### src/rtl/spi_flash_reader_pkg.sv
// SPI flash reader shared definitions:
// read opcode, frame bit counts and FSM encoding.
package spi_flash_reader_pkg;

    localparam logic [7:0] READ      = 8'h03;
    localparam int         CMD_BITS  = 8;
    localparam int         ADDR_BITS = 24;
    localparam int         WORD_BITS = 32;

    typedef enum logic [2:0] {
        S_IDLE,
        S_CMD,
        S_ADDR,
        S_DATA,
        S_HOLD,
        S_DESEL
    } state_t;

    // Bytes arrive first-byte-in-MSB; the word is little-endian.
    function automatic logic [31:0] bswap32(input logic [31:0] w);
        return {w[7:0], w[15:8], w[23:16], w[31:24]};
    endfunction

endpackage

### src/rtl/spi_flash_sck_gen.sv
// SPI mode-0 clock generator with one-cycle
// rise/fall strobes; clock parks low when disabled.
module spi_flash_sck_gen #(
    parameter int CLK_DIV = 2
) (
    input  logic clock,
    input  logic resetb,
    input  logic en,
    output logic sck,
    output logic rise,
    output logic fall
);

    localparam logic [7:0] LAST = 8'(CLK_DIV - 1);

    logic [7:0] cnt;
    logic       tick;

    assign tick = en && (cnt == LAST);
    assign rise = tick && !sck;
    assign fall = tick && sck;

    always_ff @(posedge clock or negedge resetb) begin
        if (!resetb) begin
            cnt <= '0;
            sck <= 1'b0;
        end else if (!en) begin
            cnt <= '0;
            sck <= 1'b0;
        end else if (tick) begin
            cnt <= '0;
            sck <= ~sck;
        end else begin
            cnt <= cnt + 8'd1;
        end
    end

endmodule

### src/rtl/spi_flash_reader.sv
// SPI flash READ (0x03) engine: streams len
// 32-bit little-endian words through a valid/ready register.
module spi_flash_reader
    import spi_flash_reader_pkg::*;
#(
    parameter int CLK_DIV  = 2,
    parameter int CSB_HIGH = 4
) (
    input  logic        clock,
    input  logic        resetb,
    input  logic        start,
    input  logic [23:0] addr,
    input  logic [15:0] len,
    output logic        busy,
    output logic        done,
    output logic [31:0] rdata,
    output logic        rvalid,
    input  logic        rready,
    output logic        flash_csb,
    output logic        flash_clk,
    output logic        flash_io0,
    input  logic        flash_io1
);

    state_t      state;
    state_t      state_d;
    logic [31:0] shreg;
    logic [31:0] rx_sh;
    logic [4:0]  bit_cnt;
    logic [15:0] words_left;
    logic [7:0]  desel_cnt;
    logic        sck_en;
    logic        rise;
    logic        fall;
    logic        load;
    logic        accept;
    logic        out_free;
    logic        last_word;
    logic        sel_d;

    assign sck_en    = (state == S_CMD) || (state == S_ADDR)
                    || (state == S_DATA);
    assign accept    = (state == S_IDLE) && start;
    assign out_free  = !rvalid || rready;
    assign last_word = (words_left == 16'd1);
    assign sel_d     = (state_d == S_CMD) || (state_d == S_ADDR)
                    || (state_d == S_DATA) || (state_d == S_HOLD);
    assign flash_io0 = shreg[31];

    spi_flash_sck_gen #(
        .CLK_DIV(CLK_DIV)
    ) u_sck (
        .clock (clock),
        .resetb(resetb),
        .en    (sck_en),
        .sck   (flash_clk),
        .rise  (rise),
        .fall  (fall)
    );

    always_comb begin
        state_d = state;
        load    = 1'b0;
        unique case (state)
            S_IDLE: begin
                if (start)
                    state_d = (len == 16'd0) ? S_DESEL : S_CMD;
            end
            S_CMD: begin
                if (fall && bit_cnt == 5'(CMD_BITS - 1))
                    state_d = S_ADDR;
            end
            S_ADDR: begin
                if (fall && bit_cnt == 5'(ADDR_BITS - 1))
                    state_d = S_DATA;
            end
            S_DATA: begin
                if (fall && bit_cnt == 5'(WORD_BITS - 1)) begin
                    if (out_free) begin
                        load = 1'b1;
                        if (last_word)
                            state_d = S_DESEL;
                    end else begin
                        state_d = S_HOLD;
                    end
                end
            end
            S_HOLD: begin
                if (out_free) begin
                    load    = 1'b1;
                    state_d = last_word ? S_DESEL : S_DATA;
                end
            end
            S_DESEL: begin
                if (desel_cnt == 8'd0)
                    state_d = S_IDLE;
            end
            default: state_d = S_IDLE;
        endcase
    end

    always_ff @(posedge clock or negedge resetb) begin
        if (!resetb) begin
            state      <= S_IDLE;
            flash_csb  <= 1'b1;
            busy       <= 1'b0;
            done       <= 1'b0;
            shreg      <= '0;
            rx_sh      <= '0;
            bit_cnt    <= '0;
            words_left <= '0;
            desel_cnt  <= '0;
            rdata      <= '0;
            rvalid     <= 1'b0;
        end else begin
            state     <= state_d;
            flash_csb <= !sel_d;
            busy      <= (state_d != S_IDLE);
            done      <= (state == S_DESEL) && (state_d == S_IDLE);

            if (accept) begin
                shreg      <= (len == 16'd0) ? '0 : {READ, addr};
                words_left <= len;
                bit_cnt    <= '0;
            end else if (fall) begin
                shreg   <= {shreg[30:0], 1'b0};
                bit_cnt <= (state_d != state) ? '0 : bit_cnt + 5'd1;
            end

            if (rise && state == S_DATA)
                rx_sh <= {rx_sh[30:0], flash_io1};

            // An empty transfer never selected the flash, so no deselect wait.
            if (accept)
                desel_cnt <= '0;
            else if (state_d == S_DESEL && state != S_DESEL)
                desel_cnt <= 8'(CSB_HIGH - 1);
            else if (state == S_DESEL && desel_cnt != 8'd0)
                desel_cnt <= desel_cnt - 8'd1;

            if (load) begin
                rdata      <= bswap32(rx_sh);
                rvalid     <= 1'b1;
                words_left <= words_left - 16'd1;
            end else if (rready) begin
                rvalid <= 1'b0;
            end
        end
    end

endmodule

### config.mk
export PLATFORM = sky130hd
export DESIGN_NAME = spi_flash_reader
export DESIGN_NICKNAME = d
export VERILOG_FILES = /design/src/rtl/spi_flash_reader_pkg.sv /design/src/rtl/spi_flash_sck_gen.sv /design/src/rtl/spi_flash_reader.sv
export SDC_FILE = /design/constraint.sdc
export NUM_CORES = 1
export LEC_CHECK = 0
export BUFFER_PORTS_ARGS = -buffer_cell sky130_fd_sc_hd__buf_2
export CAP_MARGIN = 40
export CORE_ASPECT_RATIO = 2
export CORE_MARGIN = 5
export CORE_UTILIZATION = 54
export CTS_BUF_LIST = sky130_fd_sc_hd__clkbuf_4
export CTS_CLUSTER_SIZE = 28
export DETAILED_ROUTE_END_ITERATION = 10
export PLACE_DENSITY_LB_ADDON = 0.12
export RECOVER_POWER = 50
export SLEW_MARGIN = 20
export SYNTH_ARGS = -nofsm -noshare
export SYNTH_HDL_FRONTEND = slang
export SYNTH_HIERARCHICAL = 1
export SYNTH_SLANG_ARGS = --single-unit
### constraint.sdc
create_clock -name clock -period 2.7 [get_ports clock]
set_input_delay 0.54 -clock clock [delete_from_list [all_inputs] [get_ports clock]]
set_output_delay 0.54 -clock clock [all_outputs]
set_load 0.005 [all_outputs]
Word level (Yosys, flattened, before mapping) --
Index checks and enable logic that the tools add are counted.
Storage, ports and cells: bits in read-only memories 0, output and inout port bits 38, latch bits 0, register bits after elaboration 141, bits in writable memories 0, memories kept 0
Operators by class: eq/ne operators 18, bitwise logic cells 1, multipliers 0, magnitude comparators 0, multiplexer cells 31, reductions and logical operators 30, div/mod/pow operators 0, add/sub/neg operators 4, shifts and indexed selects 0
Operator list (number):
- 32-bit two-way mux | 2
- 8-bit two-way mux | 5
- 16-bit two-way mux | 2
- 3-bit two-way mux | 10
- 26-bit two-way mux | 1
- 3-bit case mux with 6 select lines | 1
- 16-bit by 1-bit == test with 1-bit output, second input constant | 1
- 16-bit logical NOT | 1
- 16-bit by 1-bit subtractor with 16-bit output, second input constant | 1
- 5-bit two-way mux | 3
- 3-bit by 2-bit == test with 1-bit output, second input constant | 4
- 3-bit == test, second input constant | 4
- 1-bit logical AND | 11
- 5-bit == test, second input constant | 2
- 8-bit by 1-bit adder with 8-bit output, second input constant | 1
- 8-bit by 1-bit == test with 1-bit output, second input constant | 1
- 8-bit logical NOT | 1
- 8-bit nonzero test | 1
- 8-bit by 1-bit subtractor with 8-bit output, second input constant | 1
- 3-bit by 1-bit == test with 1-bit output, second input constant | 2
- 3-bit logical NOT | 2
- 1-bit logical OR | 6
- 1-bit two-way mux | 6
- 2-bit nonzero test | 3
- other kinds (9) | 12

Depth between registers and ports, before layout --
Gate-level depths: netlist of the first run.
depth in word-level cells 13, mapped depth 12, gate-level depth less buffers 10

Hierarchy --
Netlist of the first run, hierarchy kept.
By module, submodules not included:
- spi_flash_reader | times used 1, cells an instance 589, area each 5974.5 µm²
- spi_flash_sck_gen | times used 1, cells an instance 46, area each 442.9 µm²

Worst setup path after synthesis of the first run --
OpenSTA, ideal clock, no wires.
kind register -> register, from register u_sck.cnt[1], to register words_left[2], arrival 2.652 ns, slack -0.099 ns, stages on the path, launching flop included 13, cells stage by stage dfrtp_1 inv_1 ha_1 or4b_4 nor4_1 clkbuf_1 and2_1 a32oi_1 or2_2 buf_2 buf_2 o211ai_1 o311ai_0
On the way: word-level cells in the longest chain between the ends 7, elaborated cells between the ends (all ways) 8, classes of those cells eq/ne (1); mux (3); reduce/logical (4)
RTL lines:
- start, declared | RTL line spi_flash_sck_gen.sv:16 | logic [7:0] cnt;
- start signal, assigned | RTL line spi_flash_sck_gen.sv:34 | cnt <= cnt + 8'd1;
- 8-bit by 1-bit == test with 1-bit output (*) | RTL line spi_flash_sck_gen.sv:19 | assign tick = en && (cnt == LAST);
- 1-bit logical AND (*) | RTL line spi_flash_sck_gen.sv:19
- 1-bit logical AND (*) | RTL line spi_flash_sck_gen.sv:21 | assign fall = tick && sck;
- via fall | RTL line spi_flash_reader.sv:34 | logic fall;
- 1-bit logical AND (*) | RTL line spi_flash_reader.sv:78 | if (fall && bit_cnt == 5'(WORD_BITS - 1)) begin
- 1-bit two-way mux (*) | RTL line spi_flash_reader.sv:78
- 1-bit case mux with 2 select lines (*) | RTL line spi_flash_reader.sv:64 | unique case (state)
- 16-bit two-way mux or 2-bit nonzero test (tied branches)
- end signal, assigned | RTL line spi_flash_reader.sv:123 | words_left <= len;
- end signal, assigned | RTL line spi_flash_reader.sv:144 | words_left <= words_left - 16'd1;
- end, declared | RTL line spi_flash_reader.sv:30 | logic [15:0] words_left;
The timed path passes the listed nets; every way through them passes the cells marked *. A chain may end at the register's enable or synchronous reset.

Final worst setup path of the first run --
from register u_sck.cnt[1], to register desel_cnt[5]
On the way: word-level cells in the longest chain between the ends 10, elaborated cells between the ends (all ways) 15, classes of those cells eq/ne (2); mux (6); reduce/logical (7)
RTL lines:
- 8-bit by 1-bit == test with 1-bit output (*) | RTL line spi_flash_sck_gen.sv:19
- 1-bit logical AND (*) | RTL line spi_flash_sck_gen.sv:19
- 1-bit logical AND (*) | RTL line spi_flash_sck_gen.sv:21
- via fall | RTL line spi_flash_reader.sv:34
- 1-bit logical AND (on tied branches) | RTL line spi_flash_reader.sv:78, spi_flash_reader.sv:70, spi_flash_reader.sv:74
- 3-bit two-way mux (on tied branches) | RTL line spi_flash_reader.sv:78, spi_flash_reader.sv:70, spi_flash_reader.sv:74
- 3-bit case mux with 6 select lines (*) | RTL line spi_flash_reader.sv:64
- 3-bit == test (*) | RTL line spi_flash_reader.sv:136 | else if (state_d == S_DESEL && state != S_DESEL)
- 1-bit logical AND (*) | RTL line spi_flash_reader.sv:136
- 8-bit two-way mux | RTL line spi_flash_reader.sv:136
- 8-bit two-way mux | RTL line spi_flash_reader.sv:134 | if (accept)
- end signal, assigned | RTL line spi_flash_reader.sv:137 | desel_cnt <= 8'(CSB_HIGH - 1);
- end signal, assigned | RTL line spi_flash_reader.sv:139 | desel_cnt <= desel_cnt - 8'd1;
- end, declared | RTL line spi_flash_reader.sv:31 | logic [7:0] desel_cnt;
Marks and branches as above.

==> flow_summary_export.csv, run 1 <==
group,metric,value,unit
logic_synthesis,postSynthAreaPerCell,10.1,µm²
sta,hold_viol,0,
floorplanning,initial_core_util,0.548,
route,wl_per_cell,16.6,µm
worst_setup_path,worstSetupStartpointType,"flip-flop",
placed_design,gp_congestion,0.878,
logic_synthesis,yosys-top-cells-area,"dfrtp_1 (55%), nand2_1 (7.6%), mux2_2 (5.6%)",
route,vias,5114,
placed_design,pre_cts_slack,-0.0603,ns
floorplanning,coreArea,0.0117,mm²
global_routing,grt_max_degree,62,
pwr,seq_power_share,0.604,
route,ant_nets,0,
clock_tree,h-tree-depth,4,
floorplanning,die_y,164,µm
floorplanning,num_rows,56,
final_layout,drive_gt1_frac,0.279,
logic_synthesis,yosysTopAreaCell,"dfrtp_1",
logic_synthesis,netlist.area_leader.share,0.546,
logic_synthesis,netlist_instances,635,
sta,hold-worst-slack,0.228,ns
min_path,hp-class,"in2reg",
sta,fin_crit_sh,0.970,
pwr,ir_drop,369,µV
logic_synthesis,synth-adder-area-share,0.0136,
route,vias_per_cell,5.71,
pwr,powerDensity,480,mW/mm²
clock_tree,cts_sinks,141,
logic_synthesis,synthDistinctLibCells,61,
sta,rsz0062_at_grt,"true",
floorplanning,dieArea,0.0143,mm²
sta,worst_clock_skew,0.0230,ns
logic_synthesis,syn-num-nets,687,
placed_design,dp_hpwl,10700,µm
logic_synthesis,yosys_warnings,6,
logic_synthesis,synthSimpleGateAreaFrac,0.209,
worst_setup_path,cp-startpoint,"u_sck/cnt[1]",
worst_setup_path,path_class,"reg2reg",
logic_synthesis,synth_common_cells,"dfrtp_1 (140), nand2_1 (130), nor2_1 (75)",
sta,maxSlewHeadroom,0.0883,
clock_tree,cts_tree,"built",
final_layout,nNetsFinal,788,
global_routing,grtUsageTotal,0.221,
worst_setup_path,critPathCaptureType,"flip-flop",
placed_design,place.port_buffers,82,
logic_synthesis,ys_ff_latch,141,
final_layout,fillCellCount,992,
sta,finalSetupViolations,0,
final_layout,area.growth.synth_to_final,18.0,%
worst_setup_path,reg2reg_from,"u_sck/cnt[1]",
sta,fmax,382,MHz
clock_tree,numCtsBuffers,17,
worst_setup_path,worstPathArrival,3.08,ns
global_routing,grtUsageMet2,0.388,
global_routing,first_global_vias,5352,
sta,period_needed,2.62,ns
route,drtPass1Iterations,4,
status,status,"finished, final reports clean",
logic_synthesis,synth_xor_area_frac,0.0150,
pwr,switching_share,0.260,
floorplanning,die_w,87.1,µm
clock_tree,clk_path_buf_depth,2,
route,drt_iter0_markers,305,
pwr,p_int,2.69,mW
pwr,clockPowerShare,0.355,
worst_setup_path,crit_required,3.16,ns
sta,tightest_slew,1.37,ns
global_routing,use_met3,0.0452,
pwr,combPwrFrac,0.041,
global_routing,busiest_layer,"met2",
min_path,min-delay-start,"addr[0]",
logic_synthesis,synth_area,0.00642,mm²
clock_tree,clockRootBuffer,"clkbuf_4",
floorplanning,pin_count,83,
logic_synthesis,synth_flop_cell,"dfrtp_1",
route,drcViolationCount,0,
logic_synthesis,synth.area.mux_share,0.0702,
logic_synthesis,yosysMostFrequentCell,"dfrtp_1",
sta,setup_ws,0.0812,ns
logic_synthesis,synth-compound-area-share,0.111,
logic_synthesis,ys_seq_area_frac,0.550,
pwr,leakagePower,3.50,nW
global_routing,antenna_found_initial,1,
clock_tree,clk_pin_slew,0.13,ns
run,drv_cap,0,
logic_synthesis,synth_top_family_by_area,"simple AND/OR/NAND/NOR gates",
pwr,power.switching,0.948,mW
global_routing,grt_first_pass_wirelength,24900,µm
global_routing,gr-usage-met1,0.253,
sta,final_max_slew_viol_count,0,
route,wirelength,14900,µm
logic_synthesis,synth-async-reset-ratio,1.00,
clock_tree,clock_latency,0.52,ns
logic_synthesis,synth_edf_count,0,
global_routing,gr-total-overflow,0,
worst_setup_path,crit_path_max_fanout,6,
## layout make-up
cell class | count | area [µm²] | area share
Clock buffer | 17 | 128 | 0.0169
Sequential cell | 141 | 3530 | 0.466
Multi-Input combinational cell | 444 | 2830 | 0.374
Antenna cell | 1 | 2.50 | 0.000330
Tap cell | 145 | 181 | 0.0240
Inverter | 16 | 60.1 | 0.00793
Timing Repair Buffer | 116 | 704 | 0.0930
Clock inverter | 15 | 135 | 0.0178
## power groups by stage
stage | clock network, mW | logic, mW | registers (mW)
floorplan | 0 | 0.0524 | 2.23
global placement | 0 | 0.148 | 2.23
detailed placement | 0 | 0.155 | 2.24
CTS | 1.34 | 0.156 | 2.20
global route | 1.43 | 0.174 | 2.20
finish | 1.29 | 0.150 | 2.20
## cells in the final DEF, fill, tap and decap left out, drive strengths merged, types with 4 or more instances in the layout
master,synthesis,final
nor4,13,13
xor2,6,6
mux2,32,32
nand2,130,130
or3,6,6
dfrtp,140,140
a21oi,13,13
o211ai,7,7
clkinv,0,5
nor2,75,75
nand3,11,11
nor3,15,15
ha,7,7
nor3b,4,4
buf,12,105
inv,16,22
o21ai,23,23
clkbuf,22,27
or2,4,4
o311ai,6,6
or4,5,5
mux2i,9,9
and3,4,4
xnor2,5,5
a221oi,24,24
## metrics by stage
step | utilization | instance area [µm²] | power, mW | cells | TNS, ns
3_5_place_dp | 0.613 | 7170 | 2.39 | 859 | -0.290
2_1_floorplan | - | 6430 | 2.28 | 635 | -0.0606
5_1_grt | 0.647 | 7570 | 3.81 | 895 | -0.662
4_1_cts | 0.638 | 7470 | 3.69 | 892 | 0
3_3_place_gp | 0.612 | 7160 | 2.38 | 858 | 0
6_report | 0.647 | 7570 | 3.64 | 895 | 0
## registers in the layout, summed over array words and instances (netlist names), 3 cells and up
signal and count:
rdata 32, words_left 16, rx_sh 32, u_sck/cnt 8
bit_cnt 5, shreg 32, state 3, desel_cnt 8
## kinds of logic after synthesis
group	count (synthesis)
compound gates	97
mux	41
fa+ha+maj	7
flops	141
xor+xnor	11
simple gates	288
buf+inv	50
## what timing repair did
item / in CTS / in global routing
hold endpoints to repair: 53 / 0
setup buffers: 0 / 2
gates resized for setup: 3 / 28
pin swaps: 0 / 10
hold buffers: 1 / 0
endpoints found under the setup margin: 15 / 55
## metal layers
metal	routed length, µm	share of wire
met5	0	0
met3	517	0.035
met4	535	0.036
met1	5680	0.38
met2	8170	0.55
## critical path: stages, from the launching register on
cell and delay (ns):
dfrtp_1 0.40, inv_1 0.05, ha_1 0.13, or4b_4 0.48, nor4_4 0.33, and4b_1 0.28
a221oi_2 0.08, a221oi_2 0.28, buf_4 0.17, o31ai_2 0.06, buf_4 0.19, a21oi_2 0.11
## worst paths after layout
path	end	slack [ns]	cells after the start
min reg2reg	rdata[7]	0.47	2
max	desel_cnt[5]	0.08	11
max in group asynchronous	state[1]	0.51	3
max reg2reg	desel_cnt[5]	0.08	11
min	shreg[0]	0.23	2
min in group asynchronous	words_left[11]	0.85	2
Note: power is estimated with default switching activity, not from simulation.
==> run 2: changes to the inputs <==
CORE_UTILIZATION = 64   (was 54)
clock period = 3.31 ns   (was 2.7 ns; I/O delays follow)
==> run 2 against run 1 <==
Net effect:
- the flow now finishes with violations (capacitance limit, slew limit)
- clock power shrank 12%
- count of clock-buffer cells in the layout unchanged
- sequential power decreased by 19%
- critical path depth decreased by 2
- largest power group unchanged
==> flow_summary_export.csv, run 2 (synthesis gave the netlist of run 1 again) <==
group,metric,value,unit
status,status,"finished with violations",
status,violations,"capacitance limit, slew limit",
final_layout,fillCellCount,739,
final_layout,final_common_cell,"dfrtp_1",
worst_setup_path,crit_required,3.78,ns
placed_design,dp_hpwl,10200,µm
placed_design,place_inst,832,
min_path,min-delay-start,"addr[23]",
sta,period_needed,3.04,ns
route,drt_iter0_markers,255,
sta,maxSlewHeadroom,-0.277,
pwr,powerDensity,417,mW/mm²
sta,tightest_slew,1.91,ns
route,drcViolationCount,0,
final_layout,largest_registers,"rdata x32, rx_sh x32, shreg x32",
global_routing,first_global_vias,5190,
final_layout,multi_input_area,0.00270,mm²
global_routing,grt_max_degree,89,
sta,hold_viol,0,
clock_tree,clk_path_buf_depth,2,
sta,final_max_slew_viol_count,81,
worst_setup_path,path_class,"reg2reg",
floorplanning,num_rows,51,
sta,fin_crit_sh,0.919,
final_layout,drive_gt1_frac,0.227,
floorplanning,die_w,80.8,µm
worst_setup_path,critPathCaptureType,"flip-flop",
clock_tree,numCtsBuffers,17,
min_path,hold_depth,3,
clock_tree,cts_tree,"built",
route,drtPass1Iterations,8,
worst_setup_path,crit_path_max_fanout,5,
sta,rsz0062_at_grt,"false",
worst_setup_path,rr_endpoint,"flash_csb",
floorplanning,initial_core_util,0.657,
route,vias_per_cell,5.84,
worst_setup_path,r2r_slack,0.27,ns
floorplanning,pin_count,83,
clock_tree,post_cts_buffers,0,
placed_design,place.port_buffers,82,
pwr,p_total,3.04,mW
global_routing,gr-total-overflow,0,
final_layout,layoutNonFillerInstCount,868,
worst_setup_path,worstSetupStartpointType,"flip-flop",
clock_tree,h-tree-depth,4,
route,wl_per_cell,16.5,µm
pwr,leakagePower,3.36,nW
route,vias,5065,
worst_setup_path,reg2reg_depth,9,
final_layout,nNetsFinal,774,
sta,setup_ws,0.268,ns
floorplanning,coreArea,0.00976,mm²
floorplanning,dieArea,0.0123,mm²
final_layout,area.growth.synth_to_final,13.6,%
final_layout,final_cell_mix,"dfrtp_1 (140), nand2_1 (130), nor2_1 (74), buf_2 (67), mux2_2 (32)",
placed_design,pre_cts_slack,0.301,ns
pwr,ir_drop,417,µV
clock_tree,clockRootBuffer,"clkbuf_4",
route,ant_nets,0,
global_routing,grt_first_pass_wirelength,24400,µm
sta,hold-worst-slack,0.338,ns
clock_tree,clock_latency,0.53,ns
global_routing,antenna_found_initial,1,
sta,tns,0,ns
min_path,holdPathEnd,"shreg[23]",
global_routing,grtUsageTotal,0.256,
final_layout,seq_area,0.00353,mm²
run,drv_cap,1,
worst_setup_path,reg2reg_from,"u_sck/cnt[1]",
placed_design,gp_congestion,0.863,
sta,fmax,329,MHz
worst_setup_path,worstPathArrival,3.51,ns
min_path,hp-class,"in2reg",
sta,worst_clock_skew,0.0139,ns
floorplanning,die_y,152,µm
clock_tree,clk_pin_slew,0.12,ns
sta,finalSetupViolations,0,
route,wirelength,14300,µm
clock_tree,cts_sinks,141,
[run 2: changes by cell type in the layout (fill, tap and decap cells not counted), moves of 4 or more]
cell,previous run,this run
buf_4,27,16
clkbuf_1,8,15
nor2_1,67,74
buf_2,73,67
nor2_2,5,1
o21ai_0,18,22
o21ai_1,5,1
[run 2: worst max path at each step]
| stage | from | end | slack, ns | depth (start not counted) |
|---|---|---|---|---|
| 6_report | u_sck/cnt[1] | flash_csb | 0.27 | 9 |
| 5_1_grt | u_sck/cnt[1] | done | 0.02 | 9 |
| 4_1_cts | u_sck/cnt[1] | flash_csb | 0.28 | 9 |
| 3_5_place_dp | u_sck/cnt[1] | flash_csb | 0.30 | 9 |
| 3_3_place_gp | u_sck/cnt[1] | flash_csb | 0.48 | 9 |
| 2_1_floorplan | u_sck/cnt[1] | words_left[2] | 0.51 | 12 |
[run 2: cell type report]
class	count	area share
Timing Repair Buffer	102	0.0748
Multi-Input combinational cell	444	0.370
Antenna cell	1	0.000343
Tap cell	132	0.0227
Inverter	16	0.00824
Sequential cell	141	0.484
Clock buffer	17	0.0175
Clock inverter	15	0.0223
[run 2: power by group]
part / switching, mW / internal [mW]
registers: 0.0318 / 1.76
logic: 0.0702 / 0.0508
clock network: 0.666 / 0.459
[run 2: metrics by stage]
stage | utilization | cell area, µm²
finish | 0.747 | 7290
global placement | 0.717 | 7000
global route | 0.747 | 7290
CTS | 0.746 | 7290
detailed placement | 0.717 | 7000
floorplan | - | 6420
[run 2: timing repair]
action / CTS / global route
hold buffers: 0 / 1
gates resized for setup: 0 / 0
endpoints found under the hold margin: 0 / 6
[run 2: per-layer routing]
layer | routed length, µm | GRT usage | vias up
li1 | - | - | 2403
met1 | 5600 | 0.303 | 2472
met2 | 7700 | 0.437 | 154
met3 | 661 | 0.0550 | 36
met4 | 384 | 0.123 | 0
met5 | 0 | 0 | -
[run 2: critical path: stages (launching register included)]
cell and delay, ns:
dfrtp_1 0.44, inv_1 0.07, ha_1 0.13, or4b_4 0.49, nor4_2 0.34, and4b_1 0.31
a221oi_1 0.10, a221oi_1 0.58, nor3b_1 0.36, xnor2_1 0.16
==> run 3: changes to the inputs <==
CORE_MARGIN = 2   (was 5)
==> run 3 against run 2 <==
Net effect:
- the flow finishes with violations (DRC, capacitance limit, slew limit)
- first-iteration DRC count increased by 22%
- sequential share of layout area decreased by 0.21 points
- clock skew increased by 0.0051 ns
- critical path depth unchanged
- via count increased by 0.71%
- combinational power about the same
- global-route usage increased by 2.3 points
- critical path type unchanged
==> flow_summary_export.csv, run 3 (synthesis gave the netlist of run 1 again) <==
group,metric,value,unit
worst_setup_path,reg2reg_depth,9,
sta,period_needed,3.07,ns
clock_tree,post_cts_buffers,0,
final_layout,fillCellCount,729,
worst_setup_path,critPathCaptureType,"flip-flop",
clock_tree,clk_path_buf_depth,2,
sta,hold-worst-slack,0.327,ns
final_layout,drive_gt1_frac,0.239,
sta,fin_crit_sh,0.926,
final_layout,multi_input_area,0.00271,mm²
global_routing,gr-usage-met1,0.331,
status,status,"finished with violations",
global_routing,first_global_vias,5181,
clock_tree,clock_latency,0.54,ns
worst_setup_path,crit_family,"simple AND/OR/NAND/NOR gates",
clock_tree,cts_sinks,141,
sta,maxSlewHeadroom,-0.873,
sta,tightest_slew,2.81,ns
run,drv_cap,1,
floorplanning,pin_count,83,
route,drt_iter0_markers,311,
route,wl_per_cell,16.4,µm
worst_setup_path,crit_path_max_incr_delay,0.54,ns
final_layout,final_cell_mix,"dfrtp_1 (140), nand2_1 (130), buf_2 (77), nor2_1 (74), mux2_2 (32)",
clock_tree,cts_tree,"built",
global_routing,gr-total-overflow,0,
worst_setup_path,crit_required,3.78,ns
final_layout,nNetsFinal,771,
floorplanning,die_y,146,µm
sta,rsz0062_at_grt,"false",
global_routing,grtUsageMet2,0.476,
worst_setup_path,cp_cell_sequence,"inv_1, ha_1, or4b_4, nor4_4, and4b_1, a221oi_1, a221oi_1, nor3b_1, xnor2_1",
floorplanning,num_rows,51,
floorplanning,die_w,74.8,µm
pwr,ir_drop,373,µV
clock_tree,numCtsBuffers,17,
final_layout,seq_area,0.00353,mm²
status,violations,"DRC, capacitance limit, slew limit",
placed_design,place.port_buffers,82,
clock_tree,clk_pin_slew,0.13,ns
global_routing,antenna_found_initial,1,
route,wirelength,14200,µm
worst_setup_path,crit_path_max_fanout,7,
worst_setup_path,worstPathArrival,3.54,ns
pwr,powerDensity,423,mW/mm²
global_routing,grtUsageTotal,0.280,
clock_tree,h-tree-depth,4,
pwr,leakagePower,3.41,nW
sta,worst_clock_skew,0.0190,ns
sta,tns,0,ns
final_layout,fin_area,0.00732,mm²
worst_setup_path,path_class,"reg2reg",
floorplanning,coreArea,0.00976,mm²
final_layout,largest_registers,"rdata x32, rx_sh x32, shreg x32",
global_routing,grt_first_pass_wirelength,23700,µm
sta,finalSetupViolations,0,
route,vias_per_cell,5.90,
placed_design,dp_hpwl,10100,µm
worst_setup_path,worst-path-buf-inv,1,
placed_design,gp_congestion,0.904,
sta,hold_viol,0,
worst_setup_path,cp.depth,9,
global_routing,use_met3,0.0609,
min_path,hp-class,"in2reg",
route,drtPass1Iterations,10,
worst_setup_path,crit_top_cell,"a221oi_1",
global_routing,grt_max_degree,68,
floorplanning,initial_core_util,0.657,
sta,final_max_slew_viol_count,54,
final_layout,area.growth.synth_to_final,14.1,%
worst_setup_path,worstSetupStartpointType,"flip-flop",
placed_design,placedInstanceArea,0.00703,mm²
route,ant_nets,0,
route,vias,5101,
final_layout,final_common_cell,"dfrtp_1",
clock_tree,clockRootBuffer,"clkbuf_4",
sta,fmax,326,MHz
floorplanning,dieArea,0.0109,mm²
route,drcViolationCount,1,
min_path,hold_depth,3,
global_routing,busiest_layer,"met2",
worst_setup_path,cp_slowest_cell,"a221oi_1",
[run 3: cell count changes in the layout (fill, tap and decap cells not counted), sizes merged]
cell,delta
clkbuf,-8
dlygate4sd3,-1
buf,+8
bufinv,+1
clkinv,+3
inv,-2
clkinvlp,-4
[run 3: final timing paths]
check / from / endpoint / slack, ns
hold reg to reg: rdata[26] / rdata[26] / 0.48
max in group asynchronous: resetb / shreg[5] / 0.62
min in group asynchronous: resetb / state[0] / 1.02
setup / recovery: u_sck/cnt[1] / flash_csb / 0.24
setup reg to reg: u_sck/cnt[1] / flash_csb / 0.24
hold / removal: addr[23] / shreg[23] / 0.33
[run 3: final cells by class]
type,instances,share of cell area
flip-flops and latches,141,0.482
multi-input cells,444,0.370
repair buffers,99,0.0754
well taps,132,0.0226
clock inverters,13,0.0224
clock buffers,19,0.0195
inverters,16,0.00820
diodes,1,0.000342
[run 3: metrics by stage]
stage                      util  std cells  total power [mW]  setup WS, ns
after detailed placement  0.720        832              1.95         0.175
after global placement    0.718        831              1.94         0.348
final                     0.750        865              3.10         0.244
after CTS                 0.751        864              3.12         0.123
after floorplan               -        635              1.86         0.511
after global routing      0.750        865              3.21        0.0285
[run 3: where the power goes]
group | internal [mW] | total, mW | switching, mW
clock | 0.546 | 1.19 | 0.641
combinational | 0.0499 | 0.119 | 0.0688
sequential | 1.76 | 1.79 | 0.0312
total | 2.36 | 3.10 | 0.741
[run 3: worst register-to-register path, stage by stage (launching register included)]
cell	delay (ns)
dfrtp_1	0.45
inv_1	0.08
ha_1	0.12
or4b_4	0.50
nor4_4	0.36
and4b_1	0.32
a221oi_1	0.10
a221oi_1	0.54
nor3b_1	0.37
xnor2_1	0.16
[run 3: per-layer routing]
metal,share of wire,vias to the layer above
li1,-,2397
met1,0.39,2512
met2,0.54,154
met3,0.044,38
met4,0.029,0
met5,0,-
[run 3: what timing repair did]
item,CTS,global route
hold buffers,0,0
resized for setup,0,1
endpoints found under the setup margin,0,11
